<file path="src/rtl/arvi_muldiv_pkg.sv">
// Shared op encodings, FSM state type and op-decode helpers for the
// iterative RISC-V M-extension execute unit (ex_muldiv).
package arvi_muldiv_pkg;

    typedef enum logic [2:0] {
        OP_MUL    = 3'b000,
        OP_MULH   = 3'b001,
        OP_MULHSU = 3'b010,
        OP_MULHU  = 3'b011,
        OP_DIV    = 3'b100,
        OP_DIVU   = 3'b101,
        OP_REM    = 3'b110,
        OP_REMU   = 3'b111
    } muldiv_op_e;

    typedef enum logic [1:0] {
        IDLE = 2'd0,
        BUSY = 2'd1,
        DONE = 2'd2
    } muldiv_state_e;

    function automatic logic is_signed_a(muldiv_op_e op);
        return op inside {OP_MULH, OP_MULHSU, OP_DIV, OP_REM};
    endfunction

    function automatic logic is_signed_b(muldiv_op_e op);
        return op inside {OP_MULH, OP_DIV, OP_REM};
    endfunction

    function automatic logic is_div(muldiv_op_e op);
        return op inside {OP_DIV, OP_DIVU, OP_REM, OP_REMU};
    endfunction

    function automatic logic is_rem(muldiv_op_e op);
        return op inside {OP_REM, OP_REMU};
    endfunction

    function automatic logic is_mul_high(muldiv_op_e op);
        return op inside {OP_MULH, OP_MULHSU, OP_MULHU};
    endfunction

endpackage

</file>
<file path="src/rtl/ex_muldiv_step.sv">
// One iteration of the shared 2*XLEN accumulator: shift-add for multiply,
// compare/subtract/shift (restoring) for divide. Purely combinational.
module ex_muldiv_step #(
    parameter int XLEN = 32
) (
    input  logic              div_i,
    input  logic [2*XLEN-1:0] acc_i,
    input  logic [XLEN-1:0]   opb_i,
    output logic [2*XLEN-1:0] acc_o
);

    logic [XLEN:0] mul_sum;
    logic [XLEN:0] div_shift;
    logic [XLEN:0] div_diff;
    logic          div_ge;

    always_comb begin
        // Multiply: {hi, multiplier}; add multiplicand into hi when lsb set, then shift right.
        mul_sum   = {1'b0, acc_i[2*XLEN-1:XLEN]} + (acc_i[0] ? {1'b0, opb_i} : '0);
        // Divide: {remainder, dividend}; remainder < divisor keeps the borrow bit unambiguous.
        div_shift = acc_i[2*XLEN-1:XLEN-1];
        div_diff  = div_shift - {1'b0, opb_i};
        div_ge    = ~div_diff[XLEN];
        if (div_i) begin
            acc_o = {(div_ge ? div_diff[XLEN-1:0] : div_shift[XLEN-1:0]),
                     acc_i[XLEN-2:0], div_ge};
        end else begin
            acc_o = {mul_sum, acc_i[XLEN-1:1]};
        end
    end

endmodule

</file>
<file path="src/rtl/ex_muldiv.sv">
// Iterative M-extension execute unit, one product/quotient bit per cycle.
// Build option ARVI_MULDIV_FAST_MUL_EN: single-cycle combinational multiply.
//
//  state | meaning
//  IDLE  | ready for a request, o_res holds last result
//  BUSY  | iterating, counter counts XLEN down to 1
//  DONE  | result valid and held until i_ack
module ex_muldiv
    import arvi_muldiv_pkg::*;
#(
    parameter  int XLEN  = 32,
    localparam int CNT_W = $clog2(XLEN + 1)
) (
    input  logic            i_clk,
    input  logic            i_rst,
    input  logic            i_valid,
    output logic            o_ready,
    input  logic [2:0]      i_f3,
    input  logic [XLEN-1:0] i_rs1,
    input  logic [XLEN-1:0] i_rs2,
    input  logic            i_kill,
    output logic            o_valid,
    output logic [XLEN-1:0] o_res,
    input  logic            i_ack,
    output logic            o_stall
);

    muldiv_state_e     state_q;
    muldiv_op_e        op_q;
    logic [CNT_W-1:0]  cnt_q;
    logic [2*XLEN-1:0] acc_q;
    logic [XLEN-1:0]   opb_q;
    logic              neg_q;
    logic              valid_q;
    logic [XLEN-1:0]   res_q;

    muldiv_op_e        req_op;
    logic              a_neg;
    logic              b_neg;
    logic [XLEN-1:0]   abs_a;
    logic [XLEN-1:0]   abs_b;
    logic              req_neg;
    logic              div_zero;
    logic              div_ovf;
    logic [XLEN-1:0]   special_res;

    logic [2*XLEN-1:0] step_acc;
    logic [2*XLEN-1:0] mul_fix;
    logic [XLEN-1:0]   div_sel;
    logic [XLEN-1:0]   fin_res;

    always_comb begin
        req_op   = muldiv_op_e'(i_f3);
        a_neg    = is_signed_a(req_op) & i_rs1[XLEN-1];
        b_neg    = is_signed_b(req_op) & i_rs2[XLEN-1];
        abs_a    = a_neg ? -i_rs1 : i_rs1;
        abs_b    = b_neg ? -i_rs2 : i_rs2;
        // Remainder takes the dividend's sign; product and quotient take the xor.
        req_neg  = is_rem(req_op) ? a_neg : (a_neg ^ b_neg);
        div_zero = is_div(req_op) & (i_rs2 == '0);
        div_ovf  = (req_op == OP_DIV || req_op == OP_REM)
                   & (i_rs1 == {1'b1, {(XLEN-1){1'b0}}}) & (&i_rs2);
        if (div_zero) begin
            special_res = is_rem(req_op) ? i_rs1 : '1;
        end else begin
            special_res = is_rem(req_op) ? '0 : i_rs1;
        end
    end

`ifdef ARVI_MULDIV_FAST_MUL_EN
    logic [2*XLEN-1:0] fast_a;
    logic [2*XLEN-1:0] fast_b;
    logic [2*XLEN-1:0] fast_prod;
    logic [XLEN-1:0]   fast_res;

    always_comb begin
        // Sign-extended operands give the exact low 2*XLEN bits of the product.
        fast_a    = {{XLEN{a_neg}}, i_rs1};
        fast_b    = {{XLEN{b_neg}}, i_rs2};
        fast_prod = fast_a * fast_b;
        fast_res  = is_mul_high(req_op) ? fast_prod[2*XLEN-1:XLEN] : fast_prod[XLEN-1:0];
    end
`endif

    ex_muldiv_step #(
        .XLEN (XLEN)
    ) u_step (
        .div_i (is_div(op_q)),
        .acc_i (acc_q),
        .opb_i (opb_q),
        .acc_o (step_acc)
    );

    always_comb begin
        mul_fix = neg_q ? -step_acc : step_acc;
        div_sel = is_rem(op_q) ? step_acc[2*XLEN-1:XLEN] : step_acc[XLEN-1:0];
        if (is_div(op_q)) begin
            fin_res = neg_q ? -div_sel : div_sel;
        end else begin
            fin_res = is_mul_high(op_q) ? mul_fix[2*XLEN-1:XLEN] : mul_fix[XLEN-1:0];
        end
    end

    always_ff @(posedge i_clk) begin
        if (i_rst) begin
            state_q <= IDLE;
            op_q    <= OP_MUL;
            cnt_q   <= '0;
            acc_q   <= '0;
            opb_q   <= '0;
            neg_q   <= 1'b0;
            valid_q <= 1'b0;
            res_q   <= '0;
        end else if (i_kill) begin
            state_q <= IDLE;
            valid_q <= 1'b0;
        end else begin
            case (state_q)
                IDLE: begin
                    if (i_valid) begin
                        op_q  <= req_op;
                        neg_q <= req_neg;
                        acc_q <= {{XLEN{1'b0}}, abs_a};
                        opb_q <= abs_b;
                        cnt_q <= CNT_W'(XLEN);
                        if (div_zero || div_ovf) begin
                            res_q   <= special_res;
                            valid_q <= 1'b1;
                            state_q <= DONE;
                        end
`ifdef ARVI_MULDIV_FAST_MUL_EN
                        else if (!is_div(req_op)) begin
                            res_q   <= fast_res;
                            valid_q <= 1'b1;
                            state_q <= DONE;
                        end
`endif
                        else begin
                            state_q <= BUSY;
                        end
                    end
                end
                BUSY: begin
                    acc_q <= step_acc;
                    cnt_q <= cnt_q - 1'b1;
                    if (cnt_q == CNT_W'(1)) begin
                        res_q   <= fin_res;
                        valid_q <= 1'b1;
                        state_q <= DONE;
                    end
                end
                DONE: begin
                    if (i_ack) begin
                        valid_q <= 1'b0;
                        state_q <= IDLE;
                    end
                end
                default: begin
                    valid_q <= 1'b0;
                    state_q <= IDLE;
                end
            endcase
        end
    end

    assign o_ready = (state_q == IDLE);
    assign o_valid = valid_q;
    assign o_res   = res_q;
    // Combinational so the requesting instruction stalls in the same cycle it appears.
    assign o_stall = (state_q == BUSY) | (i_valid & (state_q != DONE))
                   | ((state_q == DONE) & ~i_ack);

endmodule

</file>
<file path="config.mk">
export PLATFORM = sky130hd
export DESIGN_NAME = ex_muldiv
export DESIGN_NICKNAME = d
export VERILOG_FILES = /design/src/rtl/arvi_muldiv_pkg.sv /design/src/rtl/ex_muldiv_step.sv /design/src/rtl/ex_muldiv.sv
export SDC_FILE = /design/constraint.sdc
export NUM_CORES = 1
export LEC_CHECK = 0
export BUFFER_PORTS_ARGS = -buffer_cell sky130_fd_sc_hd__buf_4
export CAP_MARGIN = 25
export CORE_UTILIZATION = 50
export DETAILED_ROUTE_END_ITERATION = 10
export HOLD_SLACK_MARGIN = 0.02
export PLACE_DENSITY = 0.64
export SKIP_LAST_GASP = 1
export SYNTH_ARGS = -nofsm -noshare
export SYNTH_HDL_FRONTEND = slang
export SYNTH_SLANG_ARGS = --single-unit
</file>
<file path="constraint.sdc">
create_clock -name i_clk -period 19.5 [get_ports i_clk]
set_clock_uncertainty 0.2 [all_clocks]
set_input_delay 3.9 -clock i_clk [delete_from_list [all_inputs] [get_ports i_clk]]
set_output_delay 3.9 -clock i_clk [all_outputs]
set_load 0.01 [all_outputs]
</file>
==> impl_summary.md, run 1 <==
Floorplanning
The number of cell rows is 65. The die width is approximately 180 µm. The initial standard-cell utilization of the core is approximately half. Pin placement for this block handled ~110 I/O pins. The die outline area is between 0.03 and 0.04 mm². The area of the core region is ~0.032 mm². The die is 182 µm tall.

Yosys
Ranked by instance count, the synthesized netlist is headed by sky130_fd_sc_hd__nor2_1, sky130_fd_sc_hd__a21oi_1, sky130_fd_sc_hd__nand2_1. Yosys printed 0 warnings. The post-synthesis instance area is about 0.016 mm². In the synthesized netlist the async set-or-reset flop fraction comes to 0%.

Each instance of the synthesized netlist takes up on average 6.93 µm². The number of enable-type register cells in the synthesized netlist is 0. After synthesis, the largest area contributor takes up 17.3% of total cell area. The leading register cell type out of synthesis is sky130_fd_sc_hd__dfxtp_1. The leading cell type by number of instances after synthesis is sky130_fd_sc_hd__nor2_1.

Synthesis produced a netlist with a net count of ~2,500. The cell taking the most area after synthesis is sky130_fd_sc_hd__dfxtp_1. The combinational family with the most area after synthesis is compound AO/OA/AOI/OAI gates.

The total of flip-flops plus latches after synthesis is between 100 and 150. After synthesis, the share of cell area in mux cells is 5.60%. The synthesized netlist devotes 31.8% of its cell area to compound gates.

The gate count after technology mapping is between 2,000 and 2,500. The xor-xnor portion of the synthesized cell area is under 10%. Ranked by total cell area, the synthesized netlist is headed by sky130_fd_sc_hd__dfxtp_1, sky130_fd_sc_hd__a21oi_1, sky130_fd_sc_hd__nor2_1. The area share of fa/ha/maj cells after synthesis is under 10%. The share of the Yosys chip area taken by registers is roughly 17%. Counting distinct cell types in the post-synthesis netlist gives 89. Summing the areas of all and, or, nand and nor instances in the mapped netlist gives 25.0% of the synthesized area.

Timing
Dividing the final minimum period by the clock period gives about 44%. The worst slew margin relative to its limit is between 15 and 20%. Hold timing on the final database bottoms out at a slack of 0.283 ns. The total count of max-transition violations in the final report was 0. Setup repair after global routing left no endpoint under its margin. The count of final hold-check violations was 0. The final total negative setup slack is 0 ns. For this run, the top clock speed supported by timing is approximately 120 MHz.

The number of setup violations in the final report is 0. Subtracting the final worst setup slack from the clock period gives approximately 8.6 ns. The slew at the pin with the worst max-slew slack is roughly 1.2 ns.

Cells and area
The multi-input gate area in the final layout is between 0.01 and 0.015 mm². Across the whole layout, storage elements account for roughly 0.0028 mm². Cells with a size suffix above 1 make up a little over a tenth of the layout. The number of antenna diodes in the final layout is 0. The post-route cell area is ~0.018 mm². Relative to the synthesized area, the layout overhead comes to 9.73%. After filler insertion, the fill cell instance count of the layout stands at between 3,000 and 4,000.

The net count reported at finish is around 2,500. The final standard cell utilization of the core is 56.2%.

Worst setup path
STA classifies the critical path endpoint as an output port. The slack of the worst reg-to-reg path is between 10 and 15 ns. The class of the most critical setup path is input port to output port. Along the worst path, the maximum fanout reaches 6.

The nature of the critical path startpoint is an input port. The arrival time at the worst endpoint is roughly 4.5 ns. STA puts the critical path data required time at between 15 and 20 ns.

Pwr
The total net switching power is around 0.00040 W. The worst vdd rail ir drop is a little under 0.00007 V. Combinational cells account for between 30 and 40% of the total power. In this run, flip-flops and latches consume between 30% and 40% of the power. The power per cell area is ~58 mW/mm². The internal power is about 0.00064 W. The static leakage power is between 6 and 7 nW. The clock share of power is a little over a third. The net switching fraction of the power is about two fifths.

Clock tree
The clock tree synthesis step divided the H-tree into 4 levels. The worst-skew pair later-pin latency is about 0.47 ns. Post-CTS timing repair inserted 0 buffers for setup. Clock tree synthesis inserted a total of 17 buffers. TritonCTS built the clock tree. After clock tree synthesis, the clock-pin slew on the worst setup and hold paths is around 0.080 ns.

The number of hold-repair buffers added at the cts stage is 0. The clock net sink count is approximately 140. The clock passes through at most 2 buffers. In this run the clock root is driven by a sky130_fd_sc_hd__clkbuf_16.

The post-cts resize count is 0.

Routing
After detailed routing, the average wire length per cell comes to between 20 and 25 µm. The number of routed nets with antenna violations is 0. For this run, design rule violations remaining after detail routing come to 0.

After detailed routing, the number of vias per cell comes to about 6.6. The detailed router finished its first iteration with 2,119 violations. The total vias in the final route is ~19,000.

The number of detailed-route iterations in the first pass is 6. Wires add up to roughly 65,000 µm.

Placed design
Input and output buffers added on the ports amount to between 100 and 150. At the end of routability-driven placement, the weighted congestion stood at 0.977. The placement-stage cell area is roughly 0.017 mm².

Once detailed placement completed, the half-perimeter wirelength came to roughly 51,000 µm.

Global route
The via count of the first global-routing pass is roughly 17,000. The combined global-route utilization of all metal layers is 38.7%. The total overflow reported by the global router is 0. The wire length of the first global-routing pass is a little under 100,000 µm.

Entering global routing, the biggest net connects between 90 and 100 pins. The initial antenna violation count came to 1.

Flow run
The count of maximum capacitance violations is 0.

Status
The flow ran to the end, and the final reports show no timing, DRC or antenna violations.

Min path
The type of the worst min-delay path is flip-flop to flip-flop.
final cells by class:
cell class              count  area share (%)
multi-input cells        1988            70.5
inverters                  65            1.37
flip-flops and latches    141            15.8
clock inverters            14            1.15
repair buffers            134            5.60
well taps                 435            3.05
clock buffers              18            2.46
cell families (layout without fill, tap and decap cells):
kind of cell | after synthesis | in the layout
buf+inv | 221 | 231
simple gates | 864 | 864
compound gates | 795 | 795
fa+ha+maj | 77 | 77
mux | 86 | 86
xor+xnor | 166 | 166
flops | 141 | 141
cells in the final DEF, fill, tap and decap left out, types with 14 or more instances in the layout:
master and n:
sky130_fd_sc_hd__a21o_1 22, sky130_fd_sc_hd__nor3_1 66, sky130_fd_sc_hd__a221oi_1 18, sky130_fd_sc_hd__and2_1 42, sky130_fd_sc_hd__mux2_2 37, sky130_fd_sc_hd__o211ai_1 41
sky130_fd_sc_hd__ha_1 71, sky130_fd_sc_hd__inv_1 63, sky130_fd_sc_hd__clkbuf_16 17, sky130_fd_sc_hd__a22oi_1 28, sky130_fd_sc_hd__nand3_1 36, sky130_fd_sc_hd__xor2_1 74
sky130_fd_sc_hd__nor2_1 293, sky130_fd_sc_hd__nand2b_1 22, sky130_fd_sc_hd__or3_1 38, sky130_fd_sc_hd__nor2b_1 14, sky130_fd_sc_hd__dfxtp_1 139, sky130_fd_sc_hd__xnor2_1 92
sky130_fd_sc_hd__nor4_1 22, sky130_fd_sc_hd__nand2_1 225, sky130_fd_sc_hd__or2_2 16, sky130_fd_sc_hd__a21oi_1 230, sky130_fd_sc_hd__a31oi_1 23, sky130_fd_sc_hd__o21ai_0 167
sky130_fd_sc_hd__a211oi_1 71, sky130_fd_sc_hd__buf_4 132, sky130_fd_sc_hd__o41ai_1 15, sky130_fd_sc_hd__nand4_1 35, sky130_fd_sc_hd__o31ai_1 33, sky130_fd_sc_hd__mux2i_1 48
stage by stage:
| step | worst slack [ns] | power [W] | cells |
|---|---|---|---|
| floorplan | 11.14 | 0.000545 | 2350 |
| global placement | 10.83 | 0.000654 | 2760 |
| detailed placement | 10.71 | 0.000657 | 2762 |
| CTS | 10.95 | 0.00102 | 2794 |
| global route | 10.82 | 0.00108 | 2795 |
| finish | 10.95 | 0.00104 | 2795 |
power groups by stage:
stage	logic (W)	clock network, W	registers (W)
5_1_grt	0.000372	0.000386	0.000319
3_5_place_dp	0.000334	0	0.000324
2_1_floorplan	0.000232	0	0.000313
6_report	0.000347	0.000372	0.000318
3_3_place_gp	0.000331	0	0.000323
4_1_cts	0.000336	0.000372	0.000317
flip-flops by register name (all words and copies together), names as in the netlist:
register and flops:
cnt_q 6, o_valid 1, state_q 2, op_q 3
acc_q 64, neg_q 1, opb_q 32, o_res 32
path summary, 6_finish.rpt:
kind,start,end,cells after the start
min reg2reg,o_res[21]$_SDFFE_PP0P_,o_res[21]$_SDFFE_PP0P_,1
min,o_res[21]$_SDFFE_PP0P_,o_res[21]$_SDFFE_PP0P_,1
max,i_valid,o_stall,4
max reg2reg,acc_q[31]$_SDFFE_PP0P_,o_res[30]$_SDFFE_PP0P_,21
per-layer routing:
| layer | track usage (%) | vias up | part of all wire (%) |
|---|---|---|---|
| met5 | 0 | - | 0 |
| met4 | 13.9 | 0 | 3.5 |
| met3 | 6.49 | 141 | 8.7 |
| met2 | 62.5 | 940 | 45 |
| met1 | 51.7 | 8800 | 43 |
| li1 | - | 8667 | - |
worst max-delay path, stage by stage:
cell and delay (ns):
sky130_fd_sc_hd__buf_4 0.13, sky130_fd_sc_hd__nor3_1 0.20, sky130_fd_sc_hd__a21oi_1 0.07, sky130_fd_sc_hd__buf_4 0.16
(Power assumes the default switching activity.)
==> inputs of run 2 (changes only) <==
Clock period 19.5 ns to 8.8 ns, I/O delays scaled along.
==> run 2 against run 1 <==
  * Setup slack lost 9.5 ns
  * Final area fell by 0.42%
  * Sequential power is 120% higher
  * Count of clock-buffer cells in the layout unchanged
  * First-iteration DRC count fell by 2.1%
  * Critical path depth is 17 higher
  * Final cell count hardly changed
==> impl_summary.md, run 2 (same netlist as run 1, synthesis figures left out) <==
Timing
The final critical delay including setup and external delays is 7.34 ns. The slew at the pin with the worst max-slew slack is 1.06 ns (-0.173 ns). The total count of max-transition violations in the final report is 0 (unchanged).

The worst hold slack is 0.260 ns (-0.0233 ns). The number of setup violations in the final report is 0 (unchanged). The final total negative setup slack is 0 ns (unchanged). The worst slew margin relative to its limit is 28.9% (+12 points). Setup repair after global routing left no endpoint under its margin. The setup slack after layout is 1.46 ns (-9.48 ns). The final clock period utilization by the worst path is a little over four fifths. Based on the critical path, the design can be clocked at up to 136 MHz. The count of final hold-check violations was 0 (unchanged).

Status
The flow ran to the end, and the final reports show no timing, DRC or antenna violations.

Worst setup path
The largest stage delay on the critical path was 0.64 ns (+0.44 ns). The worst reg2reg path startpoint is acc_q[31]$_SDFFE_PP0P_. The number of buffer and inverter instances along the worst setup path is 2 (unchanged). The endpoint identified for the worst register-to-register timing path is o_res[30]$_SDFFE_PP0P_. The nature of the critical path startpoint is a flip-flop. Grouping stages by cell kind, the critical path spends the most delay in compound AO/OA/AOI/OAI gates. The number of cells on the worst reg-to-reg path is 21 (unchanged). The maximum fanout along the worst path is 24 (+18).

The endpoint required time on the critical path was 8.89 ns (-6.51 ns). Tracing the worst setup path back leads to its startpoint at acc_q[31]$_SDFFE_PP0P_. The class of the most critical setup path is flip-flop to flip-flop. The arrival time at the worst endpoint is 7.43 ns (+2.97 ns).

The standard cell with the maximum stage delay on the critical path is sky130_fd_sc_hd__or4_1. The worst setup path is captured at a flip-flop. Traced cell by cell, the critical path runs through inv_1, ha_1, inv_1, fa_1, a211oi_1, nor3_2, o211ai_1, a21boi_1, o211a_2, a21oi_1, ha_1, o2111ai_1, or2_2, or4_1, nand2b_1, a2111o_1, or3_1, nor4_1, mux2_2, nand2_1, a221oi_1. The slack of the worst reg-to-reg path was 1.46 ns (-10.54 ns).

Floorplanning
The I/O pin total is 107 (unchanged). The die outline area is 0.0333 mm² (unchanged). The area of the core region was 0.0318 mm² (unchanged).

The die height was 182 µm (unchanged). The number of cell rows is 65 (unchanged). The die width is 182 µm (unchanged). The initial standard-cell utilization of the core is 51.2% (unchanged).

Clock tree
The worst-skew pair later-pin latency is 0.46 ns (about the same). The TritonCTS clock tree is yes. The post-cts resize count is 0 (unchanged). The number of buffers created by CTS is 17 (unchanged). The number of hold-repair buffers added at the cts stage came to 0 (unchanged). The clock-pin transition on the worst setup and hold timing paths is 0.07 ns (about the same).

The clock net sink count is 141 (unchanged). The number of H-tree levels is 4 (unchanged). The number of buffers inserted by post-CTS setup repair is 0 (unchanged). The number of buffers on the longest clock path is 2 (unchanged). The tree is rooted in a sky130_fd_sc_hd__clkbuf_16.

Placed design
The HPWL after detailed placement is 51,200 µm (+1.4%). The worst setup timing slack at the placement stage came to 1.77 ns (-8.94 ns). The final estimated routing congestion in global placement was 1.00 (+2.8%). The number of buffers inserted by port buffering is 106 (unchanged).

Flow run
The count of maximum capacitance violations is 0 (unchanged).

Pwr
The power per cell area was 125 mW/mm² (+120%). The worst vdd rail ir drop was 0.000147 V (+120%). The power after layout is 0.00222 W (+110%). The static leakage power is 6.83 nW (-0.71%).

Cells and area
The net count reported at finish is 2,492 (unchanged). More flip-flops sit in one register than any other, and that register is acc_q. Leaving out fill and tap cells, the most frequent cells in the layout are sky130_fd_sc_hd__nor2_1, sky130_fd_sc_hd__a21oi_1, sky130_fd_sc_hd__nand2_1.

The final standard cell utilization of the core is 55.9% (-0.24 points). The antenna diode count is 0 (unchanged). The commonest non-fill, non-tap cell in the layout is sky130_fd_sc_hd__nor2_1. From synthesis to final layout, the design area changed by 9.27%. The flip-flop count of the largest register after layout was 64 (unchanged).

The layout cell share with drive strength beyond 1 is 10.5% (-0.080 points).

Routing
The average vias per placed instance is 6.71 (+1.1%). The average wire per cell in the routed design came to 23.8 µm (+2.1%). The total vias in the final route came to 18,739 (+1.0%). The number of remaining DRC errors was 0 (unchanged). The number of DRC markers in iteration 0 was 2,075 (-2.1%). After detailed routing, no signal wire sits above met4. The number of routed nets with antenna violations is 0 (unchanged). The number of detailed-route iterations in the first pass is 6 (unchanged). The routed length on met1 is 27,900 µm (+0.58%). The detailed-route wire length is 66,400 µm (+2.1%). The met2 wire length is 29,300 µm (+0.13%). The routed length on met3 was 6480 µm (+14%).

Min path
The path class of the tightest hold or removal check is flip-flop to flip-flop. The hold-critical path endpoint is o_res[7]$_SDFFE_PP0P_. The worst hold path begins at o_res[7]$_SDFFE_PP0P_. The number of instances on the worst hold path is 2 (+1).

Global route
The initial antenna violation count is 0 (-1). The total overflow reported by the global router came to 0 (unchanged). The wire length of the first global-routing pass was 100,000 µm (+1.2%).

The largest net degree at the start of global routing is 88 (-3.3%). The combined global-route utilization of all metal layers came to 39.3% (+0.57 points). The via count of the first global-routing pass is 16,961 (+1.4%).
[run 2: cell count changes in the layout (fill, tap and decap cells not counted), sizes merged]
| cell | previous run | this run |
|---|---|---|
| inv | 70 | 67 |
| bufinv | 4 | 2 |
| clkinvlp | 1 | 5 |
[run 2: final cells by class]
cell class | count | area (µm²)
Fill cell | 3211 | 14000
Multi-Input combinational cell | 1988 | 12600
Sequential cell | 141 | 2830
Timing Repair Buffer | 134 | 998
Tap cell | 435 | 544
Clock buffer | 18 | 429
Inverter | 65 | 244
Clock inverter | 13 | 143
[run 2: per-stage QoR]
stage / instances / instance area, µm²
floorplan: 2350 / 16300
global placement: 2758 / 17200
detailed placement: 2759 / 17200
CTS: 2790 / 17800
global route: 2794 / 17800
finish: 2794 / 17800
[run 2: report_power, final]
group / total [W] / switching (W) / internal [W]
Clock: 0.000750 / 0.000333 / 0.000417
Sequential: 0.000701 / 0.0000384 / 0.000663
Combinational: 0.000770 / 0.000510 / 0.000260
Total: 0.00222 / 0.000881 / 0.00134
[run 2: worst min-delay path, stage by stage, from the launching register on]
cell,delay [ns]
sky130_fd_sc_hd__dfxtp_1,0.33
sky130_fd_sc_hd__nand2_1,0.05
sky130_fd_sc_hd__o21ai_0,0.05
[run 2: per-layer routing]
layer / track usage (%) / vias to the layer above
li1: - / 8668
met1: 51.8 / 8867
met2: 61.4 / 1044
met3: 8.80 / 160
met4: 16.9 / 0
met5: 0 / -
[run 2: worst max path at each step]
stage	end	slack, ns	depth (start not counted)
4_1_cts	o_res[30]$_SDFFE_PP0P_	1.74	21
2_1_floorplan	o_res[26]$_SDFFE_PP0P_	2.39	26
5_1_grt	o_res[30]$_SDFFE_PP0P_	1.32	21
3_5_place_dp	o_res[30]$_SDFFE_PP0P_	1.77	21
6_report	o_res[30]$_SDFFE_PP0P_	1.46	21
3_3_place_gp	o_res[16]$_SDFFE_PP0P_	1.92	14
